`src/rtl/sync_fifo.sv`:
```
// sync_fifo: single-clock FIFO with any depth >= 2, standard or first-word-fall-through read.
module sync_fifo #(
    parameter int DATA_WIDTH = 8,
    parameter int FIFO_DEPTH = 8,
    parameter int ALMOST_WR = 2,
    parameter int ALMOST_RD = 1,
    parameter int FWFT = 0,
    localparam int CW = $clog2(FIFO_DEPTH + 1)
) (
    input  logic                  clk,
    input  logic                  rst,
    input  logic                  wr_en,
    input  logic [DATA_WIDTH-1:0] din,
    input  logic                  rd_en,
    output logic [DATA_WIDTH-1:0] dout,
    output logic                  full,
    output logic                  empty,
    output logic                  almost_full,
    output logic                  almost_empty,
    output logic                  wr_ack,
    output logic                  valid,
    output logic                  overflow,
    output logic                  underflow,
    output logic [CW-1:0]         data_count
);
    localparam int PW = FIFO_DEPTH > 2 ? $clog2(FIFO_DEPTH) : 1;
    if (FIFO_DEPTH < 2 || ALMOST_WR >= FIFO_DEPTH || ALMOST_RD >= FIFO_DEPTH) begin : g_bad
        $error("sync_fifo: illegal FIFO_DEPTH/ALMOST_WR/ALMOST_RD");
    end
    logic [DATA_WIDTH-1:0] mem [FIFO_DEPTH];
    logic [PW-1:0] wr_ptr, rd_ptr;
    logic wr_ok, rd_ok;
    assign full = data_count == CW'(FIFO_DEPTH);
    assign empty = data_count == '0;
    assign almost_full = data_count >= CW'(FIFO_DEPTH - ALMOST_WR);
    assign almost_empty = data_count <= CW'(ALMOST_RD);
    assign wr_ok = wr_en & ~full;
    assign rd_ok = rd_en & ~empty;
    always_ff @(posedge clk or posedge rst) begin
        if (rst) begin
            wr_ptr <= '0;
            rd_ptr <= '0;
            data_count <= '0;
            wr_ack <= 1'b0;
            overflow <= 1'b0;
            underflow <= 1'b0;
        end else begin
            if (wr_ok) wr_ptr <= wr_ptr == PW'(FIFO_DEPTH - 1) ? '0 : wr_ptr + 1'b1;
            if (rd_ok) rd_ptr <= rd_ptr == PW'(FIFO_DEPTH - 1) ? '0 : rd_ptr + 1'b1;
            data_count <= data_count + CW'(wr_ok) - CW'(rd_ok);
            wr_ack <= wr_ok;
            overflow <= wr_en & full;
            underflow <= rd_en & empty;
        end
    end
    always_ff @(posedge clk) begin
        if (wr_ok) mem[wr_ptr] <= din;
    end
    // Stale memory is masked while empty so discarded words never reach dout.
    if (FWFT != 0) begin : g_fwft
        assign dout = empty ? '0 : mem[rd_ptr];
        assign valid = ~empty;
    end else begin : g_std
        always_ff @(posedge clk or posedge rst) begin
            if (rst) begin
                dout <= '0;
                valid <= 1'b0;
            end else begin
                valid <= rd_ok;
                if (rd_ok) dout <= mem[rd_ptr];
            end
        end
    end
endmodule

```
`config.mk`:
```
export PLATFORM = sky130hd
export DESIGN_NAME = sync_fifo
export DESIGN_NICKNAME = d
export VERILOG_FILES = /design/src/rtl/sync_fifo.sv
export SDC_FILE = /design/constraint.sdc
export NUM_CORES = 1
export LEC_CHECK = 0
export BUFFER_PORTS_ARGS = -buffer_cell sky130_fd_sc_hd__buf_2
export CAP_MARGIN = 10
export CORE_AREA = 2 2 85 87
export DETAILED_ROUTE_END_ITERATION = 10
export DIE_AREA = 0 0 87 89
export GPL_TIMING_DRIVEN = 0
export PLACE_DENSITY = 0.7
export SLEW_MARGIN = 10
export SYNTH_ARGS = -nofsm -noshare
export SYNTH_HDL_FRONTEND = slang
export SYNTH_SLANG_ARGS = --single-unit
```
`constraint.sdc`:
```
create_clock -name clk -period 3.8 [get_ports clk]
set_clock_uncertainty 0.15 [all_clocks]
set_input_delay 0.38 -clock clk [delete_from_list [all_inputs] [get_ports clk]]
set_output_delay 0.38 -clock clk [all_outputs]
set_load 0.05 [all_outputs]
```
==> impl_results.md, run 1 <==
- Status: finished clean
- Inserted Diodes: 0
- Max Cap Viol: 0
- Final WL: around 6800 microns
- CTS tree: built
- Leak: around 1.6 nW
- CTS Buffer Depth: 2
- Final worst slack: between 1 and 1.5 ns
- Hold Path Class: input pin to async pin
- Dpl ws: approximately 1 ns
- Netlist cell types: 33
- Io pins: 32
- Core box area: between 0.006 and 0.007 sq mm
- CP required: between 3 and 4 ns
- Fin area: between 0.004 and 0.005 sq mm
- First-pass GRT wire length: ~10000 microns
- Die Ht: a little under 90 microns
- Rows: 30
- Period minus WS final: ~2.8 ns
- R2R cell count: 11
- Drc violations: 0
- Synthesized area: between 0.003 and 0.004 sq mm
- CP peak stage delay: approximately 0.40 ns
- Placed cell areas: between 0.003 and 0.004 sq mm
- Worst-case vdd ir drop: 0.4727 mV
- Rel. slew slack: 0.3128
- Most frequent cells in the layout: 64 x edfxtp_1, 31 x buf_2, 22 x dfrtp_1, 18 x mux2_2, 16 x mux2i_1
- # setup viols final: 0
- Seq cells post-synth: 86
- Via density: between 5 and 6
- Die width: 87 microns
- FFs w/ async S/R, synth: 0.2558
- Port Buffers: 31
- Synth Instances: between 200 and 250
- Commonest non-fill, non-tap cell in the layout: edfxtp_1
- Seq/Total Area, Yosys: 0.6823
- Critical Path AT: between 2 and 3 ns
- Layout cell share with drive strength beyond 1: 0.3284
- Crit path cell chain: inv_1 -> ha_1 -> nor3b_2 -> nand2b_1 -> buf_4 -> inv_1 -> ha_1 -> inv_1 -> ha_1 -> fa_1 -> xor2_1
- Reg2Reg Setup Slack: 1.01 ns
- Critical path launch point type: flip-flop
- Final layout net count: between 200 and 300
- Core Util, Final: 0.6112
- TNS Setup: 0 ns
- WL/cell: about 19 microns
- Maximum clock frequency: ~360 MHz
- Syn Area/Cell: around 16 sq um
- RSZ-0062 raised after global routing: no
- CTS buffer count: 9
- Pre-Repair DR Iteration Count: 4
- Crit-path slowest cell: dfrtp_1
- Fin cells: between 300 and 400
- Post-DRT Antenna Nets: 0
- Synth Net Count: between 200 and 250
- Clock transition at path regs: 0.09 ns
- CP Capture Point: data_count[2]
- # hold bufs at CTS: 0
- Overall global routing resource usage: 0.1937
- Final Hold Viols: 0
- R2r endpoint: data_count[2]
- H-tree depth: 3
- Yosys warning count: 0
- Hpwl dp: ~4500 microns
- Gr ovfl total: 0
- Crit Path Max Fanout: 10
- Largest net degree at the start of global routing: 23
- EDFF count, synth: 64
- Vias: 1963
- Worst skew pair latency: around 0.35 ns
- Initial antenna violation count: 0
- Placed cells: between 300 and 400
- Final Max Slew Viols: 0
- Initial Util: 0.5393
- Critical path origin: data_count[2]
- Post-CTS Setup Bufs: 0
- Ratio of total power to cell area: a little over 800 mW/mm^2
- Die area: around 0.0077 sq mm
- # clock sinks: 86
- Syn-to-layout area delta: 13.33%
- Iteration-0 DRC Markers: 100
- CP Capture Type: flip-flop
- Post-CTS sizing: 0
- CP Class: flip-flop to flip-flop
- Final worst-path cycle share: 0.7345
- Synth Flop Type: edfxtp_1
- Vias in the first global route: 1946
- GP Congestion: just over 0.7
- R2R Path Start: data_count[2]
- Root Buffer: clkbuf_8
- Worst-Margin Slew: between 1 and 1.5 ns
==> through the flow <==
stage	hold WS [ns]	total power [mW]
finish	0.05520	3.372
global route	0.1169	3.558
CTS	0.09778	3.396
detailed placement	0.3828	2.812
global placement	0.3680	2.757
floorplan	0.2192	2.445
==> cells by family (layout without fill, tap and decap cells) <==
logic type | count (synthesis) | after routing | synth area share
xor gates and xnor gates | 2 | 2 | 0.004835
DFF | 86 | 86 | 0.6823
buffers and inverters | 18 | 68 | 0.03142
muxes | 37 | 37 | 0.1095
adders and majority gates | 13 | 13 | 0.04696
and+or+nand+nor | 27 | 27 | 0.04247
AOI/OAI and AO/OA | 38 | 38 | 0.08253
==> synth_stat cells (2+ instances only) <==
| master | n | area (sq um) |
|---|---|---|
| mux2i_1 | 16 | 160.2 |
| edfxtp_1 | 64 | 1922 |
| nor3_1 | 4 | 20.02 |
| a22o_1 | 8 | 70.07 |
| a21oi_1 | 3 | 15.01 |
| o21ai_0 | 10 | 50.05 |
| mux2_1 | 3 | 33.78 |
| buf_1 | 2 | 7.510 |
| buf_6 | 2 | 22.52 |
| nor2_1 | 6 | 22.52 |
| and2_1 | 2 | 12.51 |
| inv_1 | 10 | 37.54 |
| nand2_1 | 4 | 15.01 |
| xor2_1 | 2 | 17.52 |
| o31ai_2 | 8 | 100.1 |
| dfrtp_1 | 22 | 550.5 |
| mux2_2 | 18 | 202.7 |
| nand2b_1 | 5 | 31.28 |
| ha_1 | 12 | 150.1 |
| o22ai_1 | 7 | 43.79 |
==> per-layer routing <==
layer	track usage	up-vias	routed length [microns]
met1	0.2581	978	3185
met2	0.3046	50	3256
met3	0.04986	7	311
met5	0	-	0
li1	-	928	-
met4	0.08381	0	76
==> flip-flops by register name (all words and copies together), names as in the netlist <==
name / cells
valid: 1
mem: 64
dout: 8
data_count: 4
wr_ptr: 3
underflow: 1
wr_ack: 1
rd_ptr: 3
overflow: 1
==> worst max-delay path, delay by kind of cell, from the launching register on <==
family	cells	cell delay, ns
buf+inv	4	0.51
xor+xnor	1	0.15
simple gates	2	0.41
flops	1	0.40
fa+ha+maj	4	1.07
==> how the worst min path moves through the flow <==
stage | slack, ns | end | start | depth (start not counted)
floorplan | 0.22 | data_count[0] | rst | 1
global placement | 0.37 | dout[0] | dout[0] | 2
detailed placement | 0.38 | dout[1] | dout[1] | 2
CTS | 0.1 | overflow | rst | 2
global route | 0.12 | underflow | rd_en | 2
finish | 0.06 | dout[1] | rst | 2
==> report_power, final <==
group          switching, mW  internal [mW]  leakage, nW
Combinational          0.905          0.521        0.678
Clock                  0.344          0.246       0.0887
Sequential             0.128           1.23        0.845
Total                   1.38           1.99         1.61
==> area by class of cell <==
cell class | count | area [sq um]
buffer | 8 | 76.32
timing repair buffer | 34 | 177.7
inverter | 10 | 37.54
clock buffer | 9 | 123.9
multi-input combinational | 117 | 1064
sequential | 86 | 2472
clock inverter | 7 | 55.05
fill | 510 | 2613
tap | 80 | 100.1
Power figures use the tool's default switching activity.
==> inputs of run 2 (changes only) <==
Settings changed: CORE_AREA 2 2 85 87 to 2 2 86 88, DIE_AREA 0 0 87 89 to 0 0 88 90, PLACE_DENSITY 0.7 to 0.72.
Clock period 3.8 ns to 2.5 ns, I/O delays scaled along.
==> run 2 against run 1 <==
- clock power grew 80%
- register-to-register slack lost 0.90 ns
- power grew 61%
- core utilization shrank 0.34 points
- critical path type unchanged
- critical endpoint is now data_count[3]
==> impl_results.md, run 2 (same netlist as run 1, synthesis figures left out) <==
- Via density: ~5.4
- Final Hold Viols: 0
- Drc violations: 0
- Ratio of total power to cell area: approximately 1300 mW/mm^2
- Total power: 5.426 mW
- Final layout net count: between 200 and 300
- Pre-Repair DR Iteration Count: 4
- CP Capture Type: flip-flop
- Max reg flops: between 60 and 70
- Worst hold start: din[0]
- Core box area: around 0.007 sq mm
- First-pass GRT wire length: around 11000 microns
- Switching Fraction: 0.3899
- TNS Setup: 0 ns
- Final worst slack: roughly 0.11 ns
- Die Ht: roughly 90 microns
- Worst skew pair latency: 0.36 ns
- Syn-to-layout area delta: 17.75%
- Fillers: around 530
- Final worst-path cycle share: 0.9557
- WL/cell: between 15 and 20 microns
- CTS buffer count: 9
- GP Congestion: 0.7848
- Commonest non-fill, non-tap cell in the layout: edfxtp_1
- R2r endpoint: data_count[3]
- Top reg by flops: mem
- R2R Path Start: data_count[2]
- Max Cap Viol: 0
- Placed cell areas: just under 0.004 sq mm
- Fin cells: between 300 and 400
- Vias: 2015
- Clock share of power: 0.196
- Rel. slew slack: 0.3599
- Io pins: 32
- H-tree depth: 3
- CP Class: flip-flop to flip-flop
- Final Max Slew Viols: 0
- Dpl ws: -0.1332 ns
- Rows: 31
- Worst-case vdd ir drop: 0.4648 mV
- # clock sinks: 86
- Post-DRT Antenna Nets: 0
- Iteration-0 DRC Markers: between 70 and 80
- Layout cell share with drive strength beyond 1: 0.3682
- Pint: about 3.3 mW
- Maximum clock frequency: ~420 MHz
- Overall global routing resource usage: 0.1852
- Leak: between 1.5 and 2 nW
- Initial antenna violation count: 0
- # setup viols final: 0
- Placed cells: between 300 and 400
- Worst hold endpoint: mem[2][0]
- Vias in the first global route: roughly 2000
- Hpwl dp: between 4000 and 5000 microns
- Die width: 88 microns
- Top Registers: mem: 64 flops, dout: 8 flops, data_count: 4 flops
- Seq pwr share: 0.382
- CTS Buffer Depth: 2
- Combinational Power Share: 0.423
- Initial Util: 0.5161
- Hold Path Class: input pin to flip-flop
- Root Buffer: clkbuf_8
- Hold Crit Depth: 1
- Die area: roughly 0.008 sq mm
- Clock transition at path regs: 0.09 ns
- CTS tree: built
- Period minus WS final: around 2.4 ns
- Status: finished clean
- Critical path launch point type: flip-flop
- Inserted Diodes: 0
- Psw: 2.116 mW
- Largest net degree at the start of global routing: 23
- Final WL: just under 7000 microns
- R2R cell count: 10
- Worst-Margin Slew: about 0.95 ns
- Fin area: between 0.004 and 0.005 sq mm
- Critical Path AT: between 2 and 3 ns
- Crit Path Max Fanout: 9
- CP required: ~2.6 ns
- Most frequent cells in the layout: 64 x edfxtp_1, 33 x buf_2, 20 x dfrtp_1, 18 x mux2_2, 16 x mux2i_1
- Gr ovfl total: 0
- Reg2Reg Setup Slack: 0.11 ns
- Port Buffers: 31
## run 2: final cells by class
type                    count  area, sq um  area share
plain buffers               7        85.08     0.01994
clock buffers              11        131.4     0.03079
clock inverters             5        83.83     0.01965
inverters                  10        42.54    0.009971
multi-input cells         117         1097      0.2572
flip-flops and latches     86         2475      0.5801
well taps                  99        123.9     0.02903
repair buffers             41        227.7     0.05337
## run 2: metal layers
layer | GRT usage | routed length [microns] | share of wire | vias up
met2 | 0.2803 | 3178 | 0.47 | 35
met3 | 0.05785 | 261 | 0.039 | 10
met5 | 0 | 0 | 0 | -
li1 | - | - | - | 944
met4 | 0.05769 | 97 | 0.014 | 0
met1 | 0.2564 | 3219 | 0.48 | 1026
## run 2: metrics by stage
step	util	hold slack [ns]
final	0.6077	0.02088
after global routing	0.6077	0.01744
after CTS	0.6017	0.009714
after detailed placement	0.5641	0.3287
after global placement	0.5626	0.3226
after floorplan	-	0.08909
## run 2: worst max path at each step
stage | start | endpoint | cells after the start
floorplan | data_count[2] | data_count[2] | 11
finish | data_count[2] | data_count[3] | 10
global placement | data_count[2] | mem[2][3] | 5
CTS | data_count[3] | data_count[3] | 12
detailed placement | data_count[2] | mem[2][6] | 5
global route | data_count[2] | data_count[3] | 10
## run 2: worst max-delay path: stages (launching register included)
cell and delay [ns]:
dfrtp_2 0.44, inv_4 0.09, ha_1 0.13, or3b_4 0.42, nand2_8 0.12, ha_1 0.17
inv_2 0.05, ha_1 0.26, a21o_1 0.19, a21oi_2 0.15, xor2_1 0.16
## run 2: timing repair
action	in CTS	in global routing
setup buffers	3	4
hold buffers	1	0
hold endpoints to repair	22	0
resized for setup	4	4
pin swaps	0	3
setup endpoints to repair	19	4
## run 2: power by group through the flow
stage | clock network [mW] | registers [mW] | logic [mW]
floorplan | 0 | 2.44 | 1.33
CTS | 1.08 | 2.07 | 2.26
finish | 1.06 | 2.07 | 2.29
global placement | 0 | 2.08 | 2.16
detailed placement | 0 | 2.09 | 2.21
global route | 1.14 | 2.11 | 2.47
==> inputs of run 3 (changes only) <==
Settings changed: CORE_AREA 2 2 86 88 to 2 2 85 87, DIE_AREA 0 0 88 90 to 0 0 87 89, HOLD_SLACK_MARGIN set to 0.05, PLACE_DENSITY 0.72 to 0.7.
Clock period 2.5 ns to 2.6 ns, I/O delays scaled along.
==> run 3 against run 2 <==
- cell count down 2.4%
- critical path type is now flip-flop to primary output
- highest routed layer unchanged
- core utilization up 3.2 points
- worst setup slack worse by 0.0015 ns
- via count down 0.50%
- sequential power down 3%
- global-route usage up 1.4 points
- wire length up 2.1%
- sequential cell count unchanged
- final area up 0.79%
- clock power down 19%
- first-iteration DRC count rose to 2.6 times the previous value
- combinational power down 5%
==> impl_results.md, run 3 (same netlist as run 1, synthesis figures left out) <==
- Worst skew pair latency: around 0.35 ns
- Hold_ws: roughly 0.072 ns
- Critical path launch point type: flip-flop
- Max reg flops: between 60 and 70
- Die area: between 0.007 and 0.008 sq mm
- Crit Path Max Fanout: 10
- Final worst-path cycle share: 0.9579
- Port Buffers: 31
- Via density: between 5 and 6
- H-tree depth: 3
- Rel. slew slack: 0.3892
- Io pins: 32
- Pre-Repair DR Iteration Count: 4
- Gr ovfl total: 0
- Initial antenna violation count: 0
- Max Cap Viol: 0
- Dpl ws: -0.06505 ns
- Die Ht: just under 90 microns
- Period minus WS final: approximately 2.5 ns
- Rows: 30
- Final WL: about 6900 microns
- Top reg by flops: mem
- Commonest non-fill, non-tap cell in the layout: edfxtp_1
- Leak: between 1.5 and 2 nW
- Ratio of total power to cell area: between 1000 and 1500 mW/mm^2
- Final Hold Viols: 0
- Iteration-0 DRC Markers: just under 200
- CP Capture Type: primary output
- RSZ-0062 raised after global routing: no
- Status: finished clean
- First-pass GRT wire length: between 10000 and 15000 microns
- Die width: roughly 87 microns
- Largest net degree at the start of global routing: 23
- Most frequent cells in the layout: 64 x edfxtp_1, 31 x buf_2, 20 x dfrtp_1, 18 x mux2_2, 16 x mux2i_1
- CTS buffer count: 9
- WL/cell: about 19 microns
- CP required: 2.19 ns
- Inserted Diodes: 0
- Syn-to-layout area delta: 18.68%
- Overall global routing resource usage: 0.1989
- Hpwl dp: 4403 microns
- Root Buffer: clkbuf_8
- Maximum clock frequency: 401.5 MHz
- Post-DRT Antenna Nets: 0
- Worst-Margin Slew: 0.9151 ns
- Vias: 2005
- # setup viols final: 0
- Final layout net count: roughly 310
- Clock transition at path regs: ~0.08 ns
- CTS tree: built
- Fillers: 484
- GP Congestion: 0.7310
- CTS Buffer Depth: 2
- Critical Path AT: about 2.1 ns
- Core box area: between 0.006 and 0.007 sq mm
- Worst-case vdd ir drop: ~0.78 mV
- Hold Path Class: input pin to flip-flop
- Final worst slack: about 0.11 ns
- Placed cells: around 330
- # clock sinks: 86
- Top Registers: mem: 64 flops, dout: 8 flops, data_count: 4 flops
- Drc violations: 0
- Final Max Slew Viols: 0
- CP Class: flip-flop to primary output
- Vias in the first global route: about 2000
- Initial Util: 0.5393
- Fin cells: around 370
- Layout cell share with drive strength beyond 1: 0.3484
-- run 3: changes by cell type in the layout (fill, tap and decap cells not counted), moves of 2 or more --
cell | previous run | this run
dlygate4sd3_1 | 1 | 10
buf_2 | 33 | 31
clkinvlp_4 | 2 | 0
buf_4 | 7 | 9
clkbuf_8 | 9 | 12
clkbuf_1 | 2 | 4
bufinv_16 | 2 | 0
-- run 3: area by class of cell --
type	instances	area, sq um	area share
inverter	10	42.54	0.009892
buffer	8	88.84	0.02066
clock inverter	1	3.754	0.0008729
tap	80	100.1	0.02328
clock buffer	15	176.4	0.04102
multi-input combinational	117	1091	0.2537
timing repair buffer	50	322.8	0.07507
sequential	86	2475	0.5755
-- run 3: per-stage QoR --
stage               TNS [ns]  power (mW)  area (sq um)  utilization
CTS                        0       5.031          4257       0.6335
global placement      -3.786       4.069          3915       0.5827
floorplan                  0       3.619          3660            -
finish                     0       5.042          4300       0.6400
detailed placement   -0.1027       4.146          3951       0.5881
global route               0       5.348          4300       0.6400
-- run 3: report_power, final --
group,internal [mW],switching (mW),total (mW)
Combinational,0.837,1.34,2.18
Clock,0.425,0.436,0.861
Sequential,1.80,0.202,2.00
-- run 3: critical path, stage by stage (launching register included) --
cell and delay, ns:
dfrtp_2 0.43, inv_4 0.09, ha_4 0.14, nor3b_4 0.23, buf_4 0.15, clkbuf_1 0.34
buf_2 0.35
-- run 3: what timing repair did --
item / in CTS / in global routing
setup buffers: 2 / 5
hold buffers: 10 / 0
setup endpoints to repair: 2 / 3
endpoints found under the hold margin: 80 / 0
pin swaps: 0 / 2
cloned: 0 / 0
gates resized for setup: 3 / 3
-- run 3: layer usage --
| metal | GRT usage | routed length (microns) | up-vias | part of all wire |
|---|---|---|---|---|
| met2 | 0.3137 | 3329 | 54 | 0.48 |
| met1 | 0.2665 | 3070 | 975 | 0.45 |
| met4 | 0.1080 | 170 | 0 | 0.025 |
| li1 | - | - | 963 | - |
| met3 | 0.03324 | 328 | 13 | 0.048 |
| met5 | 0 | 0 | - | 0 |
-- run 3: worst paths after layout --
path / slack [ns] / end / depth (start not counted) / from
max in group asynchronous: 1.18 / data_count[2] / 3 / rst
min in group asynchronous: 0.49 / dout[1] / 3 / rst
worst max register to register: 0.11 / data_count[2] / 11 / data_count[2]
worst min register to register: 0.39 / dout[2] / 2 / dout[2]
worst max-delay path: 0.11 / empty / 6 / data_count[2]
worst min-delay path: 0.07 / mem[2][7] / 1 / din[7]
